`src/rtl/cpu_pkg.sv`:
```
// Shared definitions for the program loader: FSM state encodings,
// program store geometry and load stream framing constants.
package cpu_pkg;

    typedef enum logic [1:0] {
        LDR_IDLE = 2'd0,
        LDR_LEN  = 2'd1,
        LDR_DATA = 2'd2,
        LDR_CHK  = 2'd3
    } ldr_state_t;

    localparam int PROG_DATAWIDTH = 8;
    localparam int PROG_ADDWIDTH  = 7;
    localparam int PROG_DEPTH     = 2 ** PROG_ADDWIDTH;

    // Stream framing: one length byte, payload, one XOR checksum byte.
    localparam int LDR_HDR_LEN = 1;
    localparam int LDR_TRL_LEN = 1;

endpackage

```
`src/rtl/program_loader_if.sv`:
```
// Byte stream in (in_valid/in_data/in_ready) and program memory
// write port out (mem_wr_en/mem_wr_addr/mem_wr_data).
// master: the loader side. slave: stream source plus memory side.
interface program_loader_if
    import cpu_pkg::*;
#(
    parameter int DATAWIDTH = PROG_DATAWIDTH,
    parameter int ADDWIDTH  = PROG_ADDWIDTH
);
    logic                 in_valid;
    logic [DATAWIDTH-1:0] in_data;
    logic                 in_ready;
    logic                 mem_wr_en;
    logic [ADDWIDTH-1:0]  mem_wr_addr;
    logic [DATAWIDTH-1:0] mem_wr_data;

    modport master (
        input  in_valid,
        input  in_data,
        output in_ready,
        output mem_wr_en,
        output mem_wr_addr,
        output mem_wr_data
    );

    modport slave (
        output in_valid,
        output in_data,
        input  in_ready,
        input  mem_wr_en,
        input  mem_wr_addr,
        input  mem_wr_data
    );
endinterface

```
`src/rtl/program_loader.sv`:
```
// Byte-serial loader filling program memory; holds the core in reset
// until a checksum-verified image is loaded.
// Ports: clk, rst_n (sync, active-low), start, bus (stream + mem write),
// cpu_rst_n, busy, done (sticky), chk_err (sticky).
module program_loader
    import cpu_pkg::*;
#(
    parameter int DATAWIDTH = PROG_DATAWIDTH,
    parameter int ADDWIDTH  = PROG_ADDWIDTH
) (
    input  logic                    clk,
    input  logic                    rst_n,
    input  logic                    start,
    program_loader_if.master        bus,
    output logic                    cpu_rst_n,
    output logic                    busy,
    output logic                    done,
    output logic                    chk_err
);

    ldr_state_t state_q;
    ldr_state_t state_d;

    logic [ADDWIDTH-1:0]  addr_q;
    logic [7:0]           remain_q;
    logic [DATAWIDTH-1:0] acc_q;

    logic                 wr_en_q;
    logic [ADDWIDTH-1:0]  wr_addr_q;
    logic [DATAWIDTH-1:0] wr_data_q;

    logic ready;
    logic xfer;

    // Ready depends on registered state only, never on in_valid.
    assign ready = (state_q != LDR_IDLE);
    assign xfer  = bus.in_valid & ready;

    assign bus.in_ready    = ready;
    assign bus.mem_wr_en   = wr_en_q;
    assign bus.mem_wr_addr = wr_addr_q;
    assign bus.mem_wr_data = wr_data_q;

    always_ff @(posedge clk) begin
        if (!rst_n) begin
            state_q <= LDR_IDLE;
        end else begin
            state_q <= state_d;
        end
    end

    always_comb begin
        state_d = state_q;
        unique case (state_q)
            LDR_IDLE: begin
                if (start) state_d = LDR_LEN;
            end
            LDR_LEN: begin
                if (xfer) begin
                    state_d = (bus.in_data == '0) ? LDR_CHK : LDR_DATA;
                end
            end
            LDR_DATA: begin
                if (xfer && remain_q == 8'd1) state_d = LDR_CHK;
            end
            LDR_CHK: begin
                if (xfer) state_d = LDR_IDLE;
            end
            default: state_d = LDR_IDLE;
        endcase
    end

    always_ff @(posedge clk) begin
        if (!rst_n) begin
            addr_q    <= '0;
            remain_q  <= '0;
            acc_q     <= '0;
            wr_en_q   <= 1'b0;
            wr_addr_q <= '0;
            wr_data_q <= '0;
            cpu_rst_n <= 1'b0;
            busy      <= 1'b0;
            done      <= 1'b0;
            chk_err   <= 1'b0;
        end else begin
            wr_en_q <= 1'b0;
            unique case (state_q)
                LDR_IDLE: begin
                    if (start) begin
                        busy      <= 1'b1;
                        done      <= 1'b0;
                        chk_err   <= 1'b0;
                        cpu_rst_n <= 1'b0;
                        addr_q    <= '0;
                        remain_q  <= '0;
                        acc_q     <= '0;
                    end
                end
                LDR_LEN: begin
                    if (xfer) remain_q <= bus.in_data;
                end
                LDR_DATA: begin
                    if (xfer) begin
                        wr_en_q   <= 1'b1;
                        wr_addr_q <= addr_q;
                        wr_data_q <= bus.in_data;
                        // Wraps naturally at the memory depth.
                        addr_q    <= addr_q + 1'b1;
                        acc_q     <= acc_q ^ bus.in_data;
                        remain_q  <= remain_q - 8'd1;
                    end
                end
                LDR_CHK: begin
                    if (xfer) begin
                        busy      <= 1'b0;
                        done      <= 1'b1;
                        chk_err   <= (bus.in_data != acc_q);
                        cpu_rst_n <= (bus.in_data == acc_q);
                    end
                end
                default: ;
            endcase
        end
    end

endmodule
```
`src/flat_wrapper.sv`:
```
// flat-port wrapper written by rule: the top's interface ports become plain ports
module program_loader_flat import cpu_pkg::*;
#(
    parameter int DATAWIDTH = PROG_DATAWIDTH,
    parameter int ADDWIDTH  = PROG_ADDWIDTH
)
  (clk, rst_n, start, cpu_rst_n, busy, done, chk_err, bus_in_valid, bus_in_data, bus_in_ready, bus_mem_wr_en, bus_mem_wr_addr, bus_mem_wr_data);
  program_loader_if #(.DATAWIDTH(DATAWIDTH), .ADDWIDTH(ADDWIDTH)) bus_i ();
  input  logic clk;
  input  logic rst_n;
  input  logic start;
  output logic cpu_rst_n;
  output logic busy;
  output logic done;
  output logic chk_err;
  input wire logic [$bits(bus_i.in_valid)-1:0] bus_in_valid;
  input wire logic [$bits(bus_i.in_data)-1:0] bus_in_data;
  output wire logic [$bits(bus_i.in_ready)-1:0] bus_in_ready;
  output wire logic [$bits(bus_i.mem_wr_en)-1:0] bus_mem_wr_en;
  output wire logic [$bits(bus_i.mem_wr_addr)-1:0] bus_mem_wr_addr;
  output wire logic [$bits(bus_i.mem_wr_data)-1:0] bus_mem_wr_data;
  assign bus_i.in_valid = bus_in_valid;
  assign bus_i.in_data = bus_in_data;
  assign bus_in_ready = bus_i.in_ready;
  assign bus_mem_wr_en = bus_i.mem_wr_en;
  assign bus_mem_wr_addr = bus_i.mem_wr_addr;
  assign bus_mem_wr_data = bus_i.mem_wr_data;
  program_loader #(.DATAWIDTH(DATAWIDTH), .ADDWIDTH(ADDWIDTH)) u_core (.clk(clk), .rst_n(rst_n), .start(start), .bus(bus_i), .cpu_rst_n(cpu_rst_n), .busy(busy), .done(done), .chk_err(chk_err));
endmodule
```
`config.mk`:
```
export PLATFORM = sky130hd
export DESIGN_NAME = program_loader_flat
export DESIGN_NICKNAME = d
export VERILOG_FILES = /design/src/rtl/cpu_pkg.sv /design/src/rtl/program_loader_if.sv /design/src/rtl/program_loader.sv /design/src/flat_wrapper.sv
export SDC_FILE = /design/constraint.sdc
export NUM_CORES = 1
export LEC_CHECK = 0
export CAP_MARGIN = 20
export CORE_UTILIZATION = 30
export CTS_CLUSTER_SIZE = 30
export DETAILED_ROUTE_END_ITERATION = 6
export GPL_ROUTABILITY_DRIVEN = 0
export SETUP_SLACK_MARGIN = 0.1
export SLEW_MARGIN = 20
export SYNTH_ARGS = -nofsm -noshare
export SYNTH_HDL_FRONTEND = slang
export SYNTH_SLANG_ARGS = --single-unit
```
`constraint.sdc`:
```
create_clock -name clk -period 4.68 [get_ports clk]
set_clock_uncertainty 0.1 [all_clocks]
set_input_delay 1.17 -clock clk [delete_from_list [all_inputs] [get_ports clk]]
set_output_delay 1.17 -clock clk [all_outputs]
set_load 0.1 [all_outputs]
```
Yosys cells after proc, flatten, opt, wreduce, memory -nomap -nowiden:

Cells that the tools add are included.

* flip-flop bits (word level): 45
* bits in latches: 0
* bits in writable memories: 0
* memory bits (read-only): 0
* input bits: 12
* output and inout bits: 21
* word-level logic and storage cells: 65
* memories: 0

* $add $sub $neg: 2
* multipliers: 0
* divide/modulo/power cells: 0
* order comparisons: 0
* equality and inequality tests: 11
* shift-type cells: 0
* multiplexer cells: 26
* bitwise gates (word level): 2
* reduce and logical (&&, ||, !) cells: 13

Operators with widths (count)
* 8-bit two-way mux: 4
* 8-bit one-hot mux with 3 select lines: 1
* 8-bit one-hot mux with 2 select lines: 1
* 7-bit two-way mux: 2
* 7-bit one-hot mux with 2 select lines: 1
* 8-bit by 1-bit equality test with 1-bit output (second input constant): 1
* 8-bit equality test: 1
* 8-bit logical NOT: 1
* 1-bit two-way mux: 8
* 2-bit two-way mux: 4
* 2-bit by 1-bit != test with 1-bit output (second input constant): 4
* 8-bit != test: 1
* 1-bit one-hot mux with 2 select lines: 4
* 2-bit one-hot mux with 4 select lines: 1
* 4-bit AND reduction: 2
* 8-bit by 1-bit subtractor with 8-bit output (second input constant): 1
* 8-bit XOR: 1
* 7-bit by 1-bit adder with 7-bit output (second input constant): 1
* 3-bit AND reduction: 2
* 2-bit nonzero test: 3
* 2-bit equality test (second input constant): 2
* 2-bit AND reduction: 2
* 3-bit nonzero test: 1
* 2-bit by 1-bit equality test with 1-bit output (second input constant): 1
* other kinds (4): 4

Longest topological paths before layout:

Gate-level depths: netlist (run 1).

* word-level depth: 5
* mapped depth: 8
* depth with buffers taken out: 6

Least setup slack after synthesis (run 1):

No wires, ideal clock.

* path type: flip-flop to output port
* start point: register u_core.state_q[0]
* end point: output port bus_in_ready
* data arrival time: 1.344 ns
* data required time: 3.410 ns
* slack: 2.066 ns
* cell stages (with the launch flop): 4
* buffers on the path: 0
* cell sequence: dfxtp_1 > inv_1 > ha_1 > inv_1

* word-level cells in the longest chain between the ends: 1

RTL lines
* start, declared: line program_loader.sv:21 `ldr_state_t state_q;`
* start signal, assigned: line program_loader.sv:48 `state_q <= state_d;`
* 2-bit nonzero test: line program_loader.sv:36 `assign ready = (state_q != LDR_IDLE);`
* end, declared: line flat_wrapper.sv:18 `output wire logic [$bits(bus_i.in_ready)-1:0] bus_in_ready;`

Every way passes these cells.

Worst setup path after layout (run 1):

Same ends and word-level chain as after synthesis.

==> flow_summary.json, run 1 <==
{
  "die_width_um": 87.9,
  "synth_area_mm2": 0.00221,
  "syn_inst": 270,
  "yosys-top-cells-count": "nand2_1 (47), dfxtp_1 (45), a21oi_1 (39)",
  "ios": 33,
  "slowest_stage": "clkdlybuf4s50_1",
  "clock-sinks": 45,
  "grt_max_degree": 26,
  "grt_pass1_vias": 1780,
  "crit_path_start_kind": "register",
  "wirelength_um": 5200,
  "hp-class": "reg2reg",
  "reg2reg_slack_ns": 2.26,
  "dieHeight_um": 87.9,
  "whs_ns": 0.358,
  "die_area_mm2": 0.00773,
  "yosysUniqueCellTypes": 44,
  "initial_core_util_pct": 31.9,
  "slowest_delay_ns": 1.12,
  "synth-main-ff-cell": "dfxtp_1",
  "wl_per_cell_um": 13.2,
  "postCtsSetupBuffers": 0,
  "path_cells": "inv_1 -> ha_1 -> inv_1 -> clkdlybuf4s50_1",
  "powerDensity_mw_per_mm2": 439,
  "finalMaxSlewViolations": 0,
  "grt_first_pass_wirelength_um": 8630,
  "clkLatencyLatePin_ns": 0.30,
  "synth.avg_cell_area_um2": 8.20,
  "n_fill_cell": 704,
  "setup_viol": 0,
  "synth.net_count": 289,
  "reg2regPathDepth": 6,
  "worst_slew_pin_slew_ns": 0.975,
  "final_util_pct": 39.1,
  "instances_no_fill": 395,
  "post-dp-hpwl_um": 3720,
  "cts_tree": "done",
  "cts_hold_buf": 0,
  "rsz0062_at_grt": "no",
  "crit_fanout": 9,
  "arrival_ns": 2.34,
  "clockRootBuffer": "clkbuf_8",
  "grt.overflow.total": 0,
  "io_buffers": 32,
  "synth_warnings": 0,
  "cap_violations": 0,
  "ys_seq_area_share_pct": 40.7,
  "synth_top_area_cell": "dfxtp_1",
  "cts-resized-gates": 0,
  "r2r_start": "u_core.state_q[0]",
  "final_layout_size_suffix_gt1_share_pct": 7.02,
  "final-hold-violation-count": 0,
  "n_antenna_cell": 0,
  "placed_cells": 387,
  "route.met2.wl_um": 2260,
  "num_vias": 1948,
  "status": "completed",
  "yosysMostFrequentCell": "nand2_1",
  "drt_iter0_markers": 102,
  "rows": 30,
  "worstSetupPathType": "reg2out",
  "final_nets": 317,
  "drc_errors": 0,
  "worst_path_most_repeated_cell": "inv_1",
  "hold_start": "u_core.bus.mem_wr_data[1]",
  "timing.fmax_mhz": 277,
  "fin_ws_ns": 1.07,
  "routed.top_layer": "met4",
  "cts_max_level": 2,
  "met3_length_um": 167,
  "syn_to_final_growth_pct": 22.7,
  "cts_max_path_buffers": 2,
  "cts_buffers": 5,
  "fp.coreArea_mm2": 0.00694,
  "maxSlewHeadroom_pct": 34.8,
  "ys_top_cells_by_area": "dfxtp_1 (41%), a21oi_1 (8.8%), nand2_1 (8.0%), ha_1 (4.0%), xnor2_1 (4.0%)",
  "setup_tns_ns": 0,
  "yosysTopAreaCellShare_pct": 40.7,
  "fin_crit_ns": 3.61,
  "viasPerCell": 4.93,
  "grt_usage_pct": 14.4,
  "hold_end": "u_core.bus.mem_wr_data[1]",
  "hold_depth": 2,
  "endpoint_kind": "output port",
  "ys_seq_elements": 45,
  "vdd_ir_drop_max_uv": 126,
  "fin_crit_sh_pct": 77.1,
  "crit_required_ns": 3.41,
  "ant_nets": 0,
  "ys_async_sr_fraction_pct": 0,
  "cp-startpoint": "u_core.state_q[0]",
  "clk_pin_slew_worst_paths_ns": 0.08,
  "antenna_found_initial": 0,
  "leakage_nw": 0.934,
  "reg2reg_to": "u_core.addr_q[4]",
  "dr.pass1.iters": 4,
  "preCtsSetupSlack_ns": 1.41,
  "wl_met1_um": 2730,
  "synth_edf_count": 0
}
-- worst max-delay path, delay by kind of cell, from the launching register on --
family     cells  cell delay (ns)
buf+inv        3             1.33
fa+ha+maj      1             0.31
flops          1             0.40
-- worst max-delay path by stage --
stage | slack (ns) | to
after global placement | 1.44 | bus_in_ready
final | 1.07 | bus_in_ready
after floorplan | 2.07 | bus_in_ready
after CTS | 1.07 | bus_in_ready
after detailed placement | 1.41 | bus_in_ready
after global routing | 0.92 | bus_in_ready
-- cells in the final DEF, fill, tap and decap left out, types with 3 or more instances in the layout --
cell type and n:
a21oi_1 39, and4_1 4, clkbuf_8 6, clkdlybuf4s50_1 32, dfxtp_1 45, ha_1 7
inv_1 8, nand2_1 47, nand3_1 9, nand4_1 3, nor2_1 18, nor3_2 5
o21ai_0 14, o21ai_1 3, o22ai_1 5, or3_1 3, xnor2_1 10, xor2_1 6
-- logic make-up after synthesis --
kind of cell	count (synthesis)	share of synthesized area, %
xor gates and xnor gates	16	6.33
buffers and inverters	22	4.69
muxes	3	1.41
DFF	45	40.7
and+or+nand+nor	105	24.3
AOI/OAI and AO/OA	72	18.6
adders and majority gates	7	3.95
-- metal layers --
layer	vias to the layer above	global-route usage, %
li1	1000	-
met1	912	20.4
met2	31	22.3
met3	5	2.45
met4	0	4.02
met5	-	0
-- per-stage QoR --
| step | total power, mW | instance area, um2 |
|---|---|---|
| 2_1_floorplan | 0.794 | 2210 |
| 3_3_place_gp | 0.889 | 2600 |
| 3_5_place_dp | 0.890 | 2600 |
| 4_1_cts | 1.20 | 2720 |
| 5_1_grt | 1.26 | 2720 |
| 6_report | 1.19 | 2720 |
-- sequential cells by signal, summed over array words and instances (netlist names) --
register	flops
u_core.acc_q	8
u_core.bus.mem_wr_data	8
u_core.remain_q	8
u_core.addr_q	7
u_core.bus.mem_wr_addr	7
u_core.state_q	2
u_core.bus.mem_wr_en	1
u_core.busy	1
u_core.chk_err	1
u_core.cpu_rst_n	1
u_core.done	1
-- where the power goes --
part | leakage [nW] | switching, mW | internal, mW | total [mW]
Combinational | 0.513 | 0.312 | 0.145 | 0.457
Sequential | 0.363 | 0.0222 | 0.405 | 0.427
Clock | 0.0585 | 0.134 | 0.174 | 0.308
Total | 0.934 | 0.468 | 0.723 | 1.19
-- layout make-up --
type	count	area (um2)	share of cell area (%)
multi-input cells	203	1210	44.5
flip-flops and latches	45	901	33.2
repair buffers	34	335	12.3
well taps	96	120	4.42
clock buffers	7	86.3	3.18
inverters	9	33.8	1.24
clock inverters	1	30.0	1.11
Power figures use the tool's default switching activity.
==> run 2, diff against run 1 <==
==> constraint.sdc (replaced) <==
create_clock -name clk -period 3.54 [get_ports clk]
set_clock_uncertainty 0.1 [all_clocks]
set_input_delay 0.885 -clock clk [delete_from_list [all_inputs] [get_ports clk]]
set_output_delay 0.885 -clock clk [all_outputs]
set_load 0.1 [all_outputs]
==> flow_summary.json, run 2 (synthesis gave the netlist of run 1 again) <==
{
  "hold_depth": 2,
  "met3_length_um": 170,
  "worstSetupPathType": "in2reg",
  "wl_per_cell_um": 13.4,
  "cts_max_level": 2,
  "drt_iter0_markers": 90,
  "grt_pass1_vias": 1840,
  "finalMaxSlewViolations": 0,
  "final_nets": 318,
  "dr.pass1.iters": 4,
  "cts_hold_buf": 0,
  "crit_fanout": 15,
  "die_width_um": 87.9,
  "cts_max_path_buffers": 2,
  "final-hold-violation-count": 0,
  "instances_no_fill": 396,
  "switchingPower_uw": 634,
  "grt_usage_pct": 14.6,
  "powerDensity_mw_per_mm2": 566,
  "maxSlewHeadroom_pct": 53.8,
  "fin_crit_sh_pct": 71.9,
  "die_area_mm2": 0.00773,
  "cts_tree": "done",
  "setup_tns_ns": 0,
  "routed.top_layer": "met4",
  "wl_met1_um": 2690,
  "vdd_ir_drop_max_uv": 199,
  "cts-resized-gates": 0,
  "arrival_ns": 2.68,
  "clockRootBuffer": "clkbuf_8",
  "internal_power_uw": 861,
  "io_buffers": 32,
  "setup_viol": 0,
  "viasPerCell": 4.96,
  "fp.coreArea_mm2": 0.00694,
  "power_frac_comb_pct": 40.4,
  "layout_common_cells": "nand2_1 (47), dfxtp_1 (45), a21oi_1 (39)",
  "placed_cells": 388,
  "n_fill_cell": 731,
  "endpoint_kind": "register",
  "grt.overflow.total": 0,
  "crit_required_ns": 3.68,
  "grt_first_pass_wirelength_um": 8760,
  "fin_crit_ns": 2.55,
  "route.met2.wl_um": 2370,
  "grt_max_degree": 27,
  "rsz0062_at_grt": "no",
  "initial_core_util_pct": 31.9,
  "p_clk_share_pct": 21.8,
  "clkLatencyLatePin_ns": 0.30,
  "postCtsSetupBuffers": 0,
  "leakage_nw": 0.959,
  "ant_nets": 0,
  "dieHeight_um": 87.9,
  "cap_violations": 0,
  "hold_start": "u_core.bus.mem_wr_data[2]",
  "num_vias": 1964,
  "antenna_found_initial": 0,
  "reg2regPathDepth": 6,
  "crit_path_start_kind": "primary input",
  "worst_slew_pin_slew_ns": 0.686,
  "final_layout_size_suffix_gt1_share_pct": 14.3,
  "rows": 30,
  "drc_errors": 0,
  "timing.fmax_mhz": 393,
  "swShare_pct": 42.4,
  "status": "completed",
  "final_common_cell": "nand2_1",
  "cts_buffers": 5,
  "wirelength_um": 5300,
  "syn_to_final_growth_pct": 19.3,
  "clk_pin_slew_worst_paths_ns": 0.09,
  "ios": 33,
  "cp-startpoint": "bus_in_valid",
  "n_antenna_cell": 0,
  "clock-sinks": 45,
  "r2r_start": "u_core.state_q[0]",
  "post-dp-hpwl_um": 3760,
  "hp-class": "reg2reg",
  "seqPwrFrac_pct": 37.8
}
[run 2: cell types whose count changed in the layout (fill, tap and decap cells not counted)]
cell	before	now
buf_4	2	24
bufinv_16	1	0
clkbuf_8	6	5
clkdlybuf4s50_1	32	11
clkinvlp_4	0	2
[run 2: worst paths after layout]
kind                                to  slack (ns)
max                   u_core.addr_q[4]        0.99
min          u_core.bus.mem_wr_data[2]        0.36
max reg2reg           u_core.addr_q[4]        1.12
min reg2reg  u_core.bus.mem_wr_data[2]        0.36
[run 2: area by class of cell]
cell class	instances	area, um2	share of cell area, %
Clock inverter	2	15.0	0.568
Timing Repair Buffer	35	290	11.0
Sequential cell	45	901	34.1
Multi-Input combinational cell	203	1210	45.8
Clock buffer	6	72.6	2.75
Inverter	9	33.8	1.28
Tap cell	96	120	4.55
[run 2: layer usage]
layer | vias up | GRT usage (%)
met5 | - | 0
met4 | 0 | 4.92
met3 | 5 | 2.83
met2 | 35 | 22.7
met1 | 922 | 20.3
li1 | 1002 | -
[run 2: critical path, cell delays in order]
cell	delay, ns
clkdlybuf4s50_1	0.54
and3b_1	0.56
nor2_4	0.17
or3_1	0.38
a21oi_1	0.13
[run 2: stage by stage]
stage / cell area, um2 / setup slack (ns) / power (mW) / utilization (%) / hold slack, ns
after global routing: 2640 / 0.876 / 1.58 / 38.1 / 0.376
after global placement: 2550 / 0.758 / 1.17 / 36.8 / 0.347
after detailed placement: 2550 / 0.702 / 1.18 / 36.8 / 0.347
final: 2640 / 0.994 / 1.50 / 38.1 / 0.357
after CTS: 2640 / 1.00 / 1.51 / 38.1 / 0.360
after floorplan: 2210 / 1.21 / 1.05 / - / 0.344
[run 2: power groups by stage]
stage / Combinational, mW / Clock (mW) / Sequential [mW]
2_1_floorplan: 0.427 / 0 / 0.623
3_3_place_gp: 0.596 / 0 / 0.576
3_5_place_dp: 0.602 / 0 / 0.578
4_1_cts: 0.605 / 0.336 / 0.566
5_1_grt: 0.658 / 0.352 / 0.571
6_report: 0.604 / 0.326 / 0.566
